$ cat src/rtl/io_cfg_pkg.sv
// Shared state type and sizing helpers for the io_block configuration loader.
// Build option: IO_CFG_CHECKSUM_EN adds a trailing XOR checksum byte to every load.
`timescale 1ns/1ps
package io_cfg_pkg;

   localparam int BYTE_W = 8;

   typedef enum logic [2:0] {
      ST_IDLE   = 3'd0,
      ST_LOAD   = 3'd1,
`ifdef IO_CFG_CHECKSUM_EN
      ST_CHECK  = 3'd2,
      ST_ERR    = 3'd4,
`endif
      ST_COMMIT = 3'd3
   } state_t;

   function automatic int sel_per_in(input int extin);
      return $clog2(extin);
   endfunction

   function automatic int sel_per_out(input int ws, input int wd);
      return $clog2(ws + wd);
   endfunction

   function automatic int cfg_width(input int ws, input int wd, input int wg,
                                    input int extin, input int extout);
      return sel_per_in(extin) * (ws + wd + wg) + sel_per_out(ws, wd) * extout;
   endfunction

   function automatic int num_words(input int cfg_w);
      return (cfg_w + BYTE_W - 1) / BYTE_W;
   endfunction

endpackage

$ cat src/rtl/io_cfg_shadow.sv
// Byte-addressed shadow of the configuration word; bits beyond CFG_W in the
// last byte lane are never stored.
`timescale 1ns/1ps
module io_cfg_shadow
   import io_cfg_pkg::*;
#(
   parameter int CFG_W  = 56,
   parameter int NWORDS = 7,
   parameter int IDX_W  = 3
) (
   input  logic              clk,
   input  logic              rst_n,
   input  logic              we,
   input  logic [IDX_W-1:0]  idx,
   input  logic [BYTE_W-1:0] data,
   output logic [CFG_W-1:0]  q
);

   for (genvar b = 0; b < NWORDS; b++) begin : g_byte
      localparam int LO = b * BYTE_W;
      localparam int HI = ((LO + BYTE_W) > CFG_W) ? (CFG_W - 1) : (LO + BYTE_W - 1);

      logic [HI-LO:0] byte_r;

      // Lane b captures the incoming byte only when the loader points at it.
      always_ff @(posedge clk or negedge rst_n) begin
         if (!rst_n) begin
            byte_r <= '0;
         end else if (we && (idx == IDX_W'(b))) begin
            byte_r <= data[HI-LO:0];
         end
      end

      assign q[HI:LO] = byte_r;
   end

endmodule

$ cat src/rtl/io_config_loader.sv
// Streams a byte-serial bitstream into a shadow register and commits it to c
// atomically. Build option: IO_CFG_CHECKSUM_EN (trailer byte = XOR of data bytes).
`timescale 1ns/1ps
module io_config_loader
   import io_cfg_pkg::*;
#(
   parameter  int WS     = 7,
   parameter  int WD     = 6,
   parameter  int WG     = 3,
   parameter  int EXTIN  = 5,
   parameter  int EXTOUT = 2,
   localparam int CFG_W  = cfg_width(WS, WD, WG, EXTIN, EXTOUT),
   localparam int NWORDS = num_words(CFG_W)
) (
   input  logic              clk,
   input  logic              rst_n,
   input  logic              start,
   input  logic [BYTE_W-1:0] din,
   input  logic              din_valid,
   output logic              din_ready,
   output logic [CFG_W-1:0]  c,
   output logic              cfg_valid,
   output logic              busy,
   output logic              done,
   output logic              err
);

   localparam int IDX_W = (NWORDS > 1) ? $clog2(NWORDS) : 1;

   state_t           state_r;
   logic [IDX_W-1:0] cnt_r;
   logic [CFG_W-1:0] c_r;
   logic [CFG_W-1:0] shadow_s;
   logic             din_ready_r;
   logic             cfg_valid_r;
   logic             busy_r;
   logic             done_r;
   logic             accept_s;
   logic             last_s;
   logic             shadow_we_s;
`ifdef IO_CFG_CHECKSUM_EN
   logic [BYTE_W-1:0] csum_r;
   logic              err_r;
`endif

   assign accept_s    = din_valid && din_ready_r;
   assign last_s      = (cnt_r == IDX_W'(NWORDS - 1));
   assign shadow_we_s = accept_s && (state_r == ST_LOAD);

   io_cfg_shadow #(
      .CFG_W  (CFG_W),
      .NWORDS (NWORDS),
      .IDX_W  (IDX_W)
   ) u_shadow (
      .clk   (clk),
      .rst_n (rst_n),
      .we    (shadow_we_s),
      .idx   (cnt_r),
      .data  (din),
      .q     (shadow_s)
   );

   // Load sequencer; every output is registered and c moves only in COMMIT.
   always_ff @(posedge clk or negedge rst_n) begin
      if (!rst_n) begin
         state_r     <= ST_IDLE;
         cnt_r       <= '0;
         c_r         <= '0;
         din_ready_r <= 1'b0;
         cfg_valid_r <= 1'b0;
         busy_r      <= 1'b0;
         done_r      <= 1'b0;
`ifdef IO_CFG_CHECKSUM_EN
         csum_r      <= '0;
         err_r       <= 1'b0;
`endif
      end else begin
         done_r <= 1'b0;
         case (state_r)
            ST_IDLE: begin
               if (start) begin
                  state_r     <= ST_LOAD;
                  cnt_r       <= '0;
                  din_ready_r <= 1'b1;
                  busy_r      <= 1'b1;
`ifdef IO_CFG_CHECKSUM_EN
                  csum_r      <= '0;
                  err_r       <= 1'b0;
`endif
               end
            end
            ST_LOAD: begin
               if (accept_s) begin
`ifdef IO_CFG_CHECKSUM_EN
                  csum_r <= csum_r ^ din;
`endif
                  if (last_s) begin
`ifdef IO_CFG_CHECKSUM_EN
                     state_r     <= ST_CHECK;
`else
                     state_r     <= ST_COMMIT;
                     din_ready_r <= 1'b0;
`endif
                  end else begin
                     cnt_r <= cnt_r + IDX_W'(1);
                  end
               end
            end
`ifdef IO_CFG_CHECKSUM_EN
            ST_CHECK: begin
               if (accept_s) begin
                  din_ready_r <= 1'b0;
                  state_r     <= (din == csum_r) ? ST_COMMIT : ST_ERR;
               end
            end
            // A bad trailer leaves c and cfg_valid untouched.
            ST_ERR: begin
               err_r   <= 1'b1;
               state_r <= ST_IDLE;
               busy_r  <= 1'b0;
            end
`endif
            ST_COMMIT: begin
               c_r         <= shadow_s;
               cfg_valid_r <= 1'b1;
               done_r      <= 1'b1;
               state_r     <= ST_IDLE;
               busy_r      <= 1'b0;
            end
            default: begin
               state_r     <= ST_IDLE;
               din_ready_r <= 1'b0;
               busy_r      <= 1'b0;
            end
         endcase
      end
   end

   assign c         = c_r;
   assign cfg_valid = cfg_valid_r;
   assign din_ready = din_ready_r;
   assign busy      = busy_r;
   assign done      = done_r;
`ifdef IO_CFG_CHECKSUM_EN
   assign err       = err_r;
`else
   assign err       = 1'b0;
`endif

endmodule

$ cat config.mk
export PLATFORM = sky130hd
export DESIGN_NAME = io_config_loader
export DESIGN_NICKNAME = d
export VERILOG_FILES = /design/src/rtl/io_cfg_pkg.sv /design/src/rtl/io_cfg_shadow.sv /design/src/rtl/io_config_loader.sv
export SDC_FILE = /design/constraint.sdc
export NUM_CORES = 1
export LEC_CHECK = 0
export CAP_MARGIN = 20
export CORE_MARGIN = 2
export CORE_UTILIZATION = 48
export DETAILED_ROUTE_END_ITERATION = 10
export PLACE_DENSITY = 0.84
export SLEW_MARGIN = 20
export SYNTH_ARGS = -nofsm -noshare
export SYNTH_HDL_FRONTEND = slang
export SYNTH_HIERARCHICAL = 1
export SYNTH_SLANG_ARGS = --single-unit
$ cat constraint.sdc
create_clock -name clk -period 1.77 [get_ports clk]
set_input_delay 0.4425 -clock clk [delete_from_list [all_inputs] [get_ports clk]]
set_output_delay 0.4425 -clock clk [all_outputs]
set_load 0.01 [all_outputs]
After elaboration in Yosys (flattened, before gate mapping). Index checks and enable logic that the tools add are counted.

Flip-flop bits (word level): 122. Input port bits: 12. Output and inout bits: 61.

Add/sub/neg operators: 1. Eq/ne operators: 12. Multiplexer cells: 14. Bitwise gates (word level): 2. Reduce and logical (&&, ||, !) cells: 16.

Operator list (number): two-way mux 3 bit (6); one-hot mux 3 bit (2 select lines) (2); equality test 3 x 2 -> 1 bit, second input constant (3); equality test 3 bit, second input constant (3); logical AND 1 bit (9); != test 2 bit, second input constant (4); AND reduction 4 bit (2); equality test 3 x 1 -> 1 bit, second input constant (2); logical NOT 3 bit (2); two-way mux 1 bit (4); adder 3 x 1 -> 3 bit, second input constant (1); one-hot mux 1 bit (3 select lines) (1); AND reduction 3 bit (1); inverter 1 bit (2); one-hot mux 1 bit (2 select lines) (1); AND reduction 2 bit (1); nonzero test 2 bit (1).

Longest topological paths before layout. Gate-level depths: netlist of run 1.

Depth in word-level cells: 4. Mapped depth: 7. Depth with buffers taken out: 5.

Modules after synthesis. Netlist of run 1, hierarchy kept.

Modules (own cells, without submodules): io_config_loader (instances 1, cells each 163, area an instance 2519.9 um^2, seq. area each 1626.6 um^2); io_cfg_shadow (instances 1, cells each 126, area an instance 2147.1 um^2, seq. area each 1401.3 um^2).

Worst setup path after synthesis of run 1. Ideal clock, no wire load.

Path kind: register -> register. Start: register state_r[1]. End: register u_shadow.g_byte[2].byte_r[0]. Library setup time: 0.125 ns. Data arrival time: 1.721 ns. Data required time: 1.645 ns. Slack: -0.076 ns. Stages on the path, launching flop included: 7. Buffers on the path: 3. Clock period less this slack: 1.846 ns. Cells stage by stage: dfrtp_1 -> and4b_1 -> buf_2 -> buf_2 -> nor4bb_1 -> buf_2 -> mux2_2.

Cells in the longest elaborated chain, start to end: 3.

RTL lines: from (decl) (line io_config_loader.sv:30) `state_t state_r;`; from (signal assigned) (line io_config_loader.sv:66) `state_r <= ST_IDLE;`; from (signal assigned) (line io_config_loader.sv:82) `state_r <= ST_LOAD;`; from (signal assigned) (line io_config_loader.sv:101) `state_r <= ST_COMMIT;`; equality test 3 x 1 -> 1 bit (line io_config_loader.sv:48) `assign shadow_we_s = accept_s && (state_r == ST_LOAD);`; logical AND 1 bit (line io_config_loader.sv:48); named net shadow_we_s (line io_config_loader.sv:40) `logic shadow_we_s;`; logical AND 1 bit (line io_cfg_shadow.sv:29) `end else if (we && (idx == IDX_W'(b))) begin`; to (signal assigned) (line io_cfg_shadow.sv:30) `byte_r <= data[HI-LO:0];`; to (decl) (line io_cfg_shadow.sv:23) `logic [HI-LO:0] byte_r;`.

The timed path passes the listed nets, and every way through them passes these cells. A chain may end at the register's enable or synchronous reset.

Worst setup path after layout of run 1.
Start: register state_r[1]. End: register u_shadow.g_byte[0].byte_r[4].

Cells in the longest elaborated chain, start to end: 3.

RTL lines (line): equality test 3 x 1 -> 1 bit (io_config_loader.sv:48); logical AND 1 bit (io_config_loader.sv:48); logical AND 1 bit (io_cfg_shadow.sv:29); to (signal assigned) (io_cfg_shadow.sv:30); to (decl) (io_cfg_shadow.sv:23).

No other way between the ends.

==> results of run 1 <==
==> power by group through the flow <==
stage | Sequential [mW] | Clock (mW) | Combinational, mW
5_1_grt | 3.06 | 3.55 | 0.489
2_1_floorplan | 3.02 | 0 | 0.253
4_1_cts | 3.03 | 3.42 | 0.438
3_5_place_dp | 3.07 | 0 | 0.449
6_report | 3.04 | 3.37 | 0.442
3_3_place_gp | 3.06 | 0 | 0.422
==> worst max-delay path, cell delays in order (launching register included) <==
cell and delay [ns]:
sky130_fd_sc_hd__dfrtp_1 0.38, sky130_fd_sc_hd__and4b_4 0.41, sky130_fd_sc_hd__nor4b_4 0.27, sky130_fd_sc_hd__buf_4 0.21, sky130_fd_sc_hd__mux2_2 0.34
==> Yosys cell counts (2+ instances only) <==
library cell / instances
sky130_fd_sc_hd__nor4bb_1: 3
sky130_fd_sc_hd__o21ai_1: 2
sky130_fd_sc_hd__inv_1: 4
sky130_fd_sc_hd__nand2_1: 2
sky130_fd_sc_hd__ha_1: 2
sky130_fd_sc_hd__a21oi_1: 2
sky130_fd_sc_hd__nand4_1: 2
sky130_fd_sc_hd__mux2_1: 56
sky130_fd_sc_hd__nand4b_1: 5
sky130_fd_sc_hd__mux2_2: 56
sky130_fd_sc_hd__nor2_1: 4
sky130_fd_sc_hd__dfrtp_1: 121
sky130_fd_sc_hd__buf_2: 13
==> layout by cell type, fill, tap and decap left out, types with 2 or more instances in the layout <==
cell type and n:
sky130_fd_sc_hd__mux2_1 56, sky130_fd_sc_hd__ha_1 2, sky130_fd_sc_hd__buf_12 3, sky130_fd_sc_hd__nor2_1 4
sky130_fd_sc_hd__clkinv_2 2, sky130_fd_sc_hd__clkinvlp_4 2, sky130_fd_sc_hd__nor4bb_4 2, sky130_fd_sc_hd__o21ai_1 2
sky130_fd_sc_hd__clkdlybuf4s50_1 10, sky130_fd_sc_hd__nand4_1 2, sky130_fd_sc_hd__nand2_1 2, sky130_fd_sc_hd__buf_4 18
sky130_fd_sc_hd__inv_1 4, sky130_fd_sc_hd__mux2_2 55, sky130_fd_sc_hd__a21oi_1 2, sky130_fd_sc_hd__dlygate4sd2_1 59
sky130_fd_sc_hd__dfrtp_1 121, sky130_fd_sc_hd__nand4b_1 5, sky130_fd_sc_hd__bufinv_16 2, sky130_fd_sc_hd__clkbuf_16 16
sky130_fd_sc_hd__clkbuf_8 8
==> through the flow <==
step	hold slack, ns	std cells	setup TNS [ns]	area [µm²]
final	0.415	526	0	6230
after global routing	0.439	526	-0.0793	6230
after CTS	0.399	523	0	6170
after detailed placement	0.393	491	-27.32	5640
after global placement	0.385	491	-24.08	5640
after floorplan	0.147	289	-0.0233	4680
==> sequential cells by signal, indices dropped and copies added (netlist names) <==
signal and flops:
cfg_valid 1, done 1, din_ready 1, state_r 2
u_shadow/g_byte.byte_r 56, c 56, cnt_r 3, busy 1
==> final cells by class <==
cell class | instances | area (µm²)
multi-input combinational | 147 | 1580
fill | 647 | 3100
inverter | 5 | 18.8
tap | 129 | 161
clock buffer | 25 | 514
sequential | 121 | 3030
timing repair buffer | 93 | 843
clock inverter | 6 | 85.1
==> repair_timing <==
item	4_1_cts	5_1_grt
gates resized for setup	61	6
hold buffers	1	0
endpoints found under the hold margin	26	0
setup endpoints to repair	92	31
buffers inserted	0	3
pin swaps	0	0
==> per-layer routing <==
layer	GRT usage	vias up	wire length, µm
li1	-	1224	-
met4	0.0738	0	124
met3	0.0481	11	293
met2	0.320	51	4900
met1	0.259	1396	4130
met5	0	-	0
==> final timing paths <==
kind / from / to / slack (ns) / cells past startpoint
min in group clk: cfg_valid$_DFFE_PN0P_ / cfg_valid$_DFFE_PN0P_ / 0.46 / 1
setup reg to reg: state_r[1]$_DFFE_PN0P_ / u_shadow/g_byte[0].byte_r[4]$_DFFE_PN0P_ / 0.03 / 4
hold reg to reg: cfg_valid$_DFFE_PN0P_ / cfg_valid$_DFFE_PN0P_ / 0.46 / 1
hold / removal: rst_n / u_shadow/g_byte[6].byte_r[5]$_DFFE_PN0P_ / 0.41 / 2
max in group asynchronous: rst_n / u_shadow/g_byte[2].byte_r[5]$_DFFE_PN0P_ / 0.73 / 3
setup / recovery: state_r[1]$_DFFE_PN0P_ / u_shadow/g_byte[0].byte_r[4]$_DFFE_PN0P_ / 0.03 / 4
==> cells by family after synthesis <==
kind of cell,count (synthesis),synth area share
compound gates,9,0.0142
fa+ha+maj,2,0.00536
buf+inv,21,0.0231
flops,121,0.649
mux,112,0.270
other cells,1,0.000804
simple gates,23,0.0375
==> results by stage, run 1 <==
Timing:
- Setup violations remaining at the end of the flow were counted as 0.
- Setup repair after global routing could not meet its margin everywhere.
- The final max-slew violation count is 0.
- The final worst clock skew is 0.00786 ns.
- The final critical path time including I/O delays and setup is 1.74 ns.
- The final worst-path cycle share is 0.982.
- The post-layout worst setup margin is 0.0327 ns.
- The hold violation count in the final report is 0.
- Timing would allow up to 576 MHz.

Yosys:
- The count of flip-flops with a built-in enable after synthesis is 0.
- Ranked by total cell area, the synthesized netlist is headed by sky130_fd_sc_hd__dfrtp_1 (65%), sky130_fd_sc_hd__mux2_1 (14%), sky130_fd_sc_hd__mux2_2 (14%).
- For this run, the leading register cell type out of synthesis is sky130_fd_sc_hd__dfrtp_1.
- The gate count of the mapped netlist is 289.
- The flop and latch count out of synthesis is 121.
- The share of the Yosys chip area taken by registers is 0.649.
- After synthesis, the share of flip-flops with an asynchronous set or reset is 1.00.
- Dividing the synthesized area by the synthesized cell count gives 16.1 µm².
- The number of nets handed over by synthesis was 303.
- The cell taking the most area after synthesis is sky130_fd_sc_hd__dfrtp_1.
- The synthesized netlist occupies a cell area of 0.00467 mm².
- The unique cell type count in the Yosys netlist is 30.
- Of the post-synthesis cell area, the dominant cell type holds 0.649.
- The count of warnings emitted by yosys is 6.

Setup path:
- Of all nets on the critical path, the largest fanout is 10.
- STA classifies the critical path endpoint as a register.
- The worst setup path is launched from a register.
- The worst path arrival time is 2.12 ns.
- The data required time of the critical path is 2.15 ns.
- The critical path is of the reg -> reg type.

Floorplanning:
- The initial cell density of the core is 0.500.
- The floorplan step defined a die boundary enclosing 0.0105 mm².
- Measured along the x axis, the die boundary spans 103 µm.
- The core region is 0.00933 mm².
- The site row count is 35.
- 73 I/O pins were placed.
- The die boundary height is 103 µm.

GRT:
- Entering global routing, the biggest net connects 57 pins.
- The via count of the first global-routing pass is 2842.
- The first global-routing pass estimated 15000 µm of wire.
- The total congestion overflow is 0.
- The number of antenna violations at the first check in global routing came to 0.
- For this run, the total global-route usage over all layers was measured as 0.197.

Drt:
- The routed wirelength normalized by instance count is 18.0 µm.
- The DRC violation count after routing is 0.
- The post-route antenna net violation count is 0.
- The via count is 2682.
- Before antenna repair, the detailed router went through 4 iterations.
- The detailed router finished its first iteration with 134 violations.
- The final wirelength is 9450 µm.
- The average via count per standard cell is 5.10.

Power:
- The worst supply voltage drop on vdd is 653 µV.
- The cell internal power dissipation is 5.37 mW.
- In this run the static leakage power is 3.46 nW.
- The part of the total power dissipated in combinational logic is 0.064.
- The part of the total power dissipated in the clock network is 0.492.
- Of the total power, registers draw 0.443.
- The switching power is 1.48 mW.
- The total power divided by cell area is 1100 mW/mm².
- Power comes to 6.85 mW.
- The net switching share of the total power is 0.216.

CTS:
- Counting along the longest clock path gives a buffer depth of 2.
- The number of buffers added by the clock tree synthesis step is 17.
- For this design, the sink count on the clock tree is 121.
- The clock transition at the registers of the reported paths is 0.05 ns.
- The CTS tree is built.
- The clock root buffer is sky130_fd_sc_hd__clkbuf_8.
- The later pin in the worst-skew pair is clocked with a latency of 0.50 ns.
- The level count of the clock H-tree is 4.

Finish:
- From synthesis to final layout, the design area changed by 33.4%.
- The share of cells above drive strength 1 is 0.295.
- The number of inserted diodes is 0.
- The final layout contains 399 nets.
- For this run, the share of the core covered by cells in the final layout is 0.667.

Place:
- During placement, the flow inserted port buffers numbering 71.
- Detailed placement ended at an HPWL of 6100 µm.
- At the placement stage, the worst setup path has a slack of -0.550 ns.
- The routability congestion estimate from global placement is 0.783.

Hold path:
- The tightest min-delay check is of the in -> async type.

Job:
- Max-cap violations in this run came to 0.

Run status:
- The flow ran to the end, and the final reports show no timing, DRC or antenna violations.
(Power assumes the default switching activity.)
==> run 2: changes to the inputs <==
Settings changed: GPL_ROUTABILITY_DRIVEN set to 0.
==> results of run 2 <==
The final DEF is identical to that of run 1; final timing and power are the same.
